File: src/rtl/if_fetch_stage.sv
// IF stage: PC register, imem req/ack fetch FSM with hold buffer, and IF/ID register.
// Optional FETCH_PERF_EN macro adds PerfFetched/PerfStall event counters.
module if_fetch_stage #(
  parameter logic [31:0] RESET_PC = 32'h0000_0000,
  parameter logic [31:0] NOP_WORD = 32'h0000_0000
) (
  input  logic        clk,
  input  logic        rst_n,
  input  logic        PCWrite,
  input  logic        IFIDWrite,
  input  logic        BranchFlush,
  input  logic        Redirect,
  input  logic [31:0] RedirectPC,
  output logic        imem_req,
  output logic [31:0] imem_addr,
  input  logic        imem_ack,
  input  logic [31:0] imem_rdata,
  output logic [31:0] Instr_IFID,
  output logic [31:0] PCPlus4_IFID,
  output logic        Valid_IFID,
  output logic [5:0]  OpCode,
  output logic [5:0]  Func,
  output logic [4:0]  RegRS_IFID,
  output logic [4:0]  RegRT_IFID,
  output logic        FetchBusy
`ifdef FETCH_PERF_EN
  ,
  output logic [31:0] PerfFetched,
  output logic [31:0] PerfStall
`endif
);

  typedef enum logic [1:0] {
    S_ISSUE = 2'd0,
    S_WAIT  = 2'd1,
    S_HOLD  = 2'd2
  } state_t;

  state_t      state_q, state_d;
  logic [31:0] pc_q, pc_d;
  logic [31:0] addr_q, addr_d;
  logic [31:0] hold_q, hold_d;
  logic        discard_q, discard_d;
  logic [31:0] instr_q, instr_d;
  logic [31:0] pcp4_q, pcp4_d;
  logic        valid_q, valid_d;
  logic        load;
  logic [31:0] load_word;

  always_comb begin
    state_d   = state_q;
    addr_d    = addr_q;
    hold_d    = hold_q;
    discard_d = discard_q;
    load      = 1'b0;
    load_word = '0;
    unique case (state_q)
      // A redirect while the request is going out poisons that request as well.
      S_ISSUE: begin
        addr_d    = pc_q;
        discard_d = Redirect;
        state_d   = S_WAIT;
      end
      S_WAIT: begin
        if (imem_ack) begin
          state_d   = S_ISSUE;
          discard_d = 1'b0;
          if (!discard_q && !Redirect) begin
            if (IFIDWrite) begin
              load      = 1'b1;
              load_word = imem_rdata;
            end else begin
              hold_d  = imem_rdata;
              state_d = S_HOLD;
            end
          end
        end else if (Redirect) begin
          discard_d = 1'b1;
        end
      end
      S_HOLD: begin
        if (Redirect) begin
          state_d = S_ISSUE;
        end else if (IFIDWrite) begin
          load      = 1'b1;
          load_word = hold_q;
          state_d   = S_ISSUE;
        end
      end
      default: state_d = S_ISSUE;
    endcase
  end

  // PC only moves on redirect or on a delivered word, so pc_q still names the fetched word here.
  always_comb begin
    pc_d = pc_q;
    if (Redirect) begin
      pc_d = RedirectPC & ~32'd3;
    end else if (load && PCWrite) begin
      pc_d = pc_q + 32'd4;
    end
  end

  always_comb begin
    instr_d = instr_q;
    pcp4_d  = pcp4_q;
    valid_d = valid_q;
    if (BranchFlush) begin
      instr_d = NOP_WORD;
      valid_d = 1'b0;
    end else if (load) begin
      instr_d = load_word;
      pcp4_d  = pc_q + 32'd4;
      valid_d = 1'b1;
    end
  end

  always_ff @(posedge clk or negedge rst_n) begin
    if (!rst_n) begin
      state_q   <= S_ISSUE;
      pc_q      <= RESET_PC & ~32'd3;
      addr_q    <= RESET_PC & ~32'd3;
      hold_q    <= '0;
      discard_q <= 1'b0;
      instr_q   <= NOP_WORD;
      pcp4_q    <= '0;
      valid_q   <= 1'b0;
    end else begin
      state_q   <= state_d;
      pc_q      <= pc_d;
      addr_q    <= addr_d;
      hold_q    <= hold_d;
      discard_q <= discard_d;
      instr_q   <= instr_d;
      pcp4_q    <= pcp4_d;
      valid_q   <= valid_d;
    end
  end

  // Request is gated by reset so it drops immediately when rst_n falls mid-fetch.
  assign imem_req     = rst_n && (state_q != S_HOLD);
  assign imem_addr    = (state_q == S_ISSUE) ? pc_q : addr_q;
  assign FetchBusy    = (state_q == S_WAIT) && !imem_ack && IFIDWrite;
  assign Instr_IFID   = instr_q;
  assign PCPlus4_IFID = pcp4_q;
  assign Valid_IFID   = valid_q;
  assign OpCode       = instr_q[31:26];
  assign Func         = instr_q[5:0];
  assign RegRS_IFID   = instr_q[25:21];
  assign RegRT_IFID   = instr_q[20:16];

`ifdef FETCH_PERF_EN
  logic [31:0] fetched_q, fetched_d;
  logic [31:0] stall_q, stall_d;

  always_comb begin
    fetched_d = fetched_q;
    stall_d   = stall_q;
    if (load && !BranchFlush) begin
      fetched_d = fetched_q + 32'd1;
    end
    if (FetchBusy || (state_q == S_HOLD)) begin
      stall_d = stall_q + 32'd1;
    end
  end

  always_ff @(posedge clk or negedge rst_n) begin
    if (!rst_n) begin
      fetched_q <= '0;
      stall_q   <= '0;
    end else begin
      fetched_q <= fetched_d;
      stall_q   <= stall_d;
    end
  end

  assign PerfFetched = fetched_q;
  assign PerfStall   = stall_q;
`endif

endmodule

File: config.mk
export PLATFORM = sky130hd
export DESIGN_NAME = if_fetch_stage
export DESIGN_NICKNAME = d
export VERILOG_FILES = /design/src/rtl/if_fetch_stage.sv
export SDC_FILE = /design/constraint.sdc
export NUM_CORES = 1
export LEC_CHECK = 0
export CAP_MARGIN = 20
export CORE_ASPECT_RATIO = 0.7
export CORE_MARGIN = 2
export CORE_UTILIZATION = 39
export CTS_BUF_LIST = sky130_fd_sc_hd__clkbuf_8 sky130_fd_sc_hd__clkbuf_16
export DETAILED_ROUTE_END_ITERATION = 6
export PLACE_DENSITY = 0.67
export SYNTH_ARGS = -nofsm -noshare
export SYNTH_HDL_FRONTEND = slang
export SYNTH_SLANG_ARGS = --single-unit
export TNS_END_PERCENT = 20
File: constraint.sdc
create_clock -name clk -period 5.1 [get_ports clk]
set_clock_uncertainty 0.05 [all_clocks]
set_input_delay 1.02 -clock clk [delete_from_list [all_inputs] [get_ports clk]]
set_output_delay 1.02 -clock clk [all_outputs]
set_load 0.05 [all_outputs]
==> results.ini, run 1 <==
[outcome]
status=completed

[logic_synthesis]
synthCells=706
ys_types=59
yosysWarnings=0
async_flop_share=1.00
synth_xor_xnor_area_share=0.0411
synth_top_flop_cell=dfrtp_1
synth_compound_area_frac=0.142
synth.avg_cell_area_um2=10.9
synth_edf_count=0
ys_seq_area_frac=0.522
synth_seq_cells=160
muxShareOfSynthArea=0.0965
yosys.area_share.simple=0.134
synth_top_family_by_area=compound AO/OA/AOI/OAI gates
syn_area_mm2=0.00767
synth_fa_ha_area_frac=0.00652

[power]
p_leak_uw=0.00407
cellPowerDensity_mw_per_mm2=557
peakVddDrop_v=0.000312

[route]
first_pass_iters=4
finalWirelength_mm=19.4
drtIter0Drc=435
routedWlPerCell_um=17.3
drtAntennaViolNets=0
vias_per_cell=5.16
drc_errors=0
vias=5788

[setup_path]
crit_path_start_kind=register
r2r_setup_slack_ps=2470
r2r_cells=8
crit_arrival_ps=2950
r2r_end=PCPlus4_IFID[25]
critPathRequiredTime_ps=4030
cp_max_fo=35
end_kind=output port
path_class=register to output port
reg2reg_from=state_q[1]

[die]
die-area_mm2=0.0208
die_h_um=121
num_rows=42
pin_count=192
core_region_area_mm2=0.0191
die_w_um=172
start_util=0.402

[grt]
grtUsageTotal=0.195
grt_max_degree=68
antenna_found_initial=0
overflow=0
grt_pass1_vias=5631
grt_pass1_wl_mm=31.3

[clocking]
hold_buffers=0
insertion_delay_ps=420
cts_tree=built
cts_sinks=160
cts_setup_buffers=0
cts_buffers=17
cts_resized=0
root_buffer=clkbuf_16
cts.path.max_buffers=2
clk_pin_slew_ps=70
htree_num_levels=4

[timing]
drv_slew=0
holdWs_ps=447
period_share=0.788
finalSetupTns_ps=0
relSlewSlack=0.346
finalHoldViolations=0
max_freq_mhz=249
finalSetupViolations=0
worst_pin_slew_ps=981
rsz0062_at_grt=false
period_needed_ps=4020

[layout]
antennaDiodeCount=0
fin_nets=920
layout_commonest_cell=clkdlybuf4s50_1
mostFrequentLayoutCells=clkdlybuf4s50_1 (185), dfrtp_1 (160), nor2_1 (76), mux2_2 (64), a21oi_1 (38)
layout-drive-gt1-share=0.152
syn2layout_area_growth_pct=32.6
final_core_util=0.533

[min_path]
min_path_type=register to register
holdPathEnd=addr_q[7]
hold_start=addr_q[7]
hold_depth=1

[placement]
dp.final_hpwl_mm=13.2
gp_routability_congestion=0.811
portBuffers=187

[flow_run]
drv_cap=0

[synthesized netlist by cell type (2+ instances only)]
cell	instances	share of area
ha_1	4	0.0065
nor3_1	9	0.0059
buf_2	24	0.016
xor2_1	14	0.016
mux2_2	64	0.094
xnor2_1	22	0.025
nor4_4	3	0.0083
nand3_1	15	0.0098
and2_1	2	0.0016
o21ai_0	27	0.018
a211oi_1	32	0.031
nand3_2	3	0.0039
mux2i_1	2	0.0026
a21bo_2	2	0.0026
and3_2	2	0.0020
clkbuf_2	2	0.0013
o311ai_0	5	0.0057
nand2_1	35	0.017
and3_1	10	0.0082
a21oi_1	39	0.025
nand4_1	4	0.0033
nor3b_1	4	0.0039
nand3b_1	3	0.0029
nor2_1	76	0.037
o21ai_1	3	0.0020
buf_4	25	0.024
nand4_2	2	0.0033
inv_1	5	0.0024
nor2b_1	4	0.0033
nor4_1	4	0.0033
a22oi_1	33	0.032
a221o_1	5	0.0065
or3_1	4	0.0033
a31oi_1	2	0.0016
nand2b_1	2	0.0016
a22o_1	3	0.0034
a21o_1	5	0.0049
and4_1	3	0.0034
buf_1	5	0.0024
dfrtp_1	160	0.52
clkbuf_1	20	0.0098
[kinds of logic (layout without fill, tap and decap cells)]
kind of cell,count (synthesis),count (layout)
other,1,2
AO/OA/AOI/OAI,164,164
XOR/XNOR,36,36
AND/OR/NAND/NOR,193,193
adder cells (fa/ha/maj),4,4
flip-flops,160,160
buffers and inverters,82,233
multiplexers,66,66
[critical path: stages, from the launching register on]
cell and delay, ps:
dfrtp_1 400, inv_1 110, ha_2 830, mux2_2 430
clkdlybuf4s50_1 740
[how the worst max path moves through the flow]
stage / startpoint / to / slack [ps] / depth (start not counted)
after floorplan: state_q[0] / imem_addr[0] / 2300 / 5
after global placement: imem_ack / FetchBusy / 1390 / 4
after detailed placement: imem_ack / FetchBusy / 1390 / 4
after CTS: state_q[1] / imem_addr[24] / 1050 / 4
after global routing: state_q[1] / imem_addr[24] / 930 / 4
final: state_q[1] / imem_addr[24] / 1080 / 4
[area by class of cell]
type | count | area [um^2]
clock buffers | 17 | 425
clock inverters | 15 | 198
fillers | 1711 | 8900
inverters | 5 | 18.8
multi-input cells | 465 | 3260
flip-flops and latches | 160 | 4000
well taps | 264 | 330
repair buffers | 196 | 1940
[routing by layer]
metal	routed length, um	global-route usage	vias up
met4	125	0.0498	0
met2	8260	0.275	155
met3	1170	0.0463	9
met5	0	0	-
met1	9870	0.297	2836
li1	-	-	2788
[power breakdown]
part           total [uW]  leakage, uW  switching [uW]  internal (uW)
sequential           1890      0.00201             224           1670
combinational        2420      0.00176            1520            894
clock                1360     0.000293             568            787
[per-stage QoR]
step	power [uW]	instance area (um^2)	cells	setup slack (ps)
final	5670	10200	1122	1080
after global routing	5940	10200	1122	934
after CTS	5720	10200	1122	1050
after detailed placement	4350	9550	1090	1390
after global placement	4310	9550	1090	1390
after floorplan	3540	7680	707	2300
[state kept, by name, summed over array words and instances, names as in the netlist]
name	flops
Instr_IFID	32
addr_q	32
hold_q	32
PCPlus4_IFID	30
pc_q	30
state_q	2
Valid_IFID	1
discard_q	1
Note: power is estimated with default switching activity, not from simulation.
==> run 2, diff against run 1 <==
Settings changed: PLACE_DENSITY 0.67 to 0.69.
Clock period 5.1 ns to 3.25 ns, I/O delays scaled along.
==> run 2 against run 1 <==
Against the previous run:
- register-to-register slack got worse by 1700 ps
- critical path depth rose by 1
- utilization shrank 0.16 points
- global-route usage up 0.068 points
- sequential share of layout area is 0.12 points higher
- routed wire length grew 0.65%
- cell count grew 0.62%
- non-clock buffer count up 7
- worst hold slack got worse by 140 ps
- setup slack worse by 750 ps
- largest cell class unchanged
- highest routed layer unchanged
==> results.ini, run 2 (synthesized netlist as in run 1, its figures left out) <==
[timing]
finalSetupTns_ps=0
max_freq_mhz=343
finalHoldViolations=0
period_needed_ps=2920
period_share=0.898
worst_pin_slew_ps=815
relSlewSlack=0.456
fin_ws_ps=333
drv_slew=0
rsz0062_at_grt=false
finalSetupViolations=0

[clocking]
insertion_delay_ps=420
cts.path.max_buffers=2
cts_buffers=17
cts_sinks=160
clk_pin_slew_ps=60
cts_setup_buffers=0
cts_tree=built
htree_num_levels=4
hold_buffers=0
cts_resized=0
root_buffer=clkbuf_16

[setup_path]
path_class=register to output port
crit_arrival_ps=2220
cp_max_fo=33
critPathRequiredTime_ps=2550
r2r_cells=5
crit_path_start_kind=register
end_kind=output port

[route]
vias=5865
drtAntennaViolNets=0
first_pass_iters=4
drc_errors=0
drtIter0Drc=448
finalWirelength_mm=19.6
routedWlPerCell_um=17.3
vias_per_cell=5.19

[layout]
syn2layout_area_growth_pct=32.2
layout_commonest_cell=dfrtp_1
multi_input_area_mm2=0.00326
antennaDiodeCount=0
final_core_util=0.532
mostFrequentLayoutCells=dfrtp_1 (160), clkdlybuf4s50_1 (153), nor2_1 (76), mux2_2 (64), buf_4 (46)
fin_nets=927
layout-drive-gt1-share=0.194
fin_area_mm2=0.0101
fillers=1691
seqCellArea_mm2=0.00400

[flow_run]
drv_cap=0

[power]
p_total_uw=8730
peakVddDrop_v=0.000614
p_leak_uw=0.00414
cellPowerDensity_mw_per_mm2=861

[grt]
grt_pass1_vias=5630
antenna_found_initial=0
grt_pass1_wl_mm=31.4
grt_max_degree=68
overflow=0
grtUsageTotal=0.195

[placement]
dp.final_hpwl_mm=13.6
portBuffers=187
place_area_mm2=0.00955
dpl_worst_slack_ps=471
gp_routability_congestion=0.801

[die]
start_util=0.402
die_w_um=172
pin_count=192
core_region_area_mm2=0.0191
die-area_mm2=0.0208
die_h_um=121
num_rows=42

[outcome]
status=completed

[min_path]
min_path_type=primary input to async pin

run 2: cell count changes in the layout (fill, tap and decap cells not counted):
cell and change:
clkbuf_8 +1, inv_1 +1, buf_4 +37, clkdlybuf4s50_1 -32, bufinv_16 -1, inv_6 -1, inv_8 -1, buf_12 +2
clkinv_2 +1
run 2: power by group:
part	total [uW]	switching, uW	internal, uW
registers	2960	340	2620
logic	3750	2410	1340
clock network	2020	858	1170
total	8730	3600	5130
run 2: final timing paths:
check                            from             to  slack (ps)
min reg2reg                addr_q[23]     addr_q[23]         450
min in group clk           addr_q[23]     addr_q[23]         450
max                        state_q[1]  imem_addr[22]         330
min                             rst_n     addr_q[20]         310
max in group asynchronous       rst_n     hold_q[28]        1760
max reg2reg                   pc_q[4]       pc_q[29]         790
run 2: area by class of cell:
cell class                      instances  area share
Tap cell                              264      0.0326
Clock buffer                           18      0.0433
Timing Repair Buffer                  203       0.191
Multi-Input combinational cell        465       0.322
Sequential cell                       160       0.395
Inverter                                5     0.00185
Clock inverter                         14      0.0154
run 2: per-layer routing:
metal / wire (um) / vias to the layer above / GRT usage
li1: - / 2804 / -
met1: 9790 / 2867 / 0.300
met2: 8480 / 184 / 0.279
met3: 1130 / 10 / 0.0417
met4: 144 / 0 / 0.0482
met5: 0 / - / 0
run 2: critical path: stages (launching register included):
cell     delay, ps
dfrtp_1        400
inv_1          100
ha_2           210
buf_4          420
mux2_2         440
buf_4          200
run 2: per-stage QoR:
step,cells,hold slack [ps]
after floorplan,707,304
after global placement,1097,430
after detailed placement,1097,438
after CTS,1129,314
after global routing,1129,346
final,1129,311
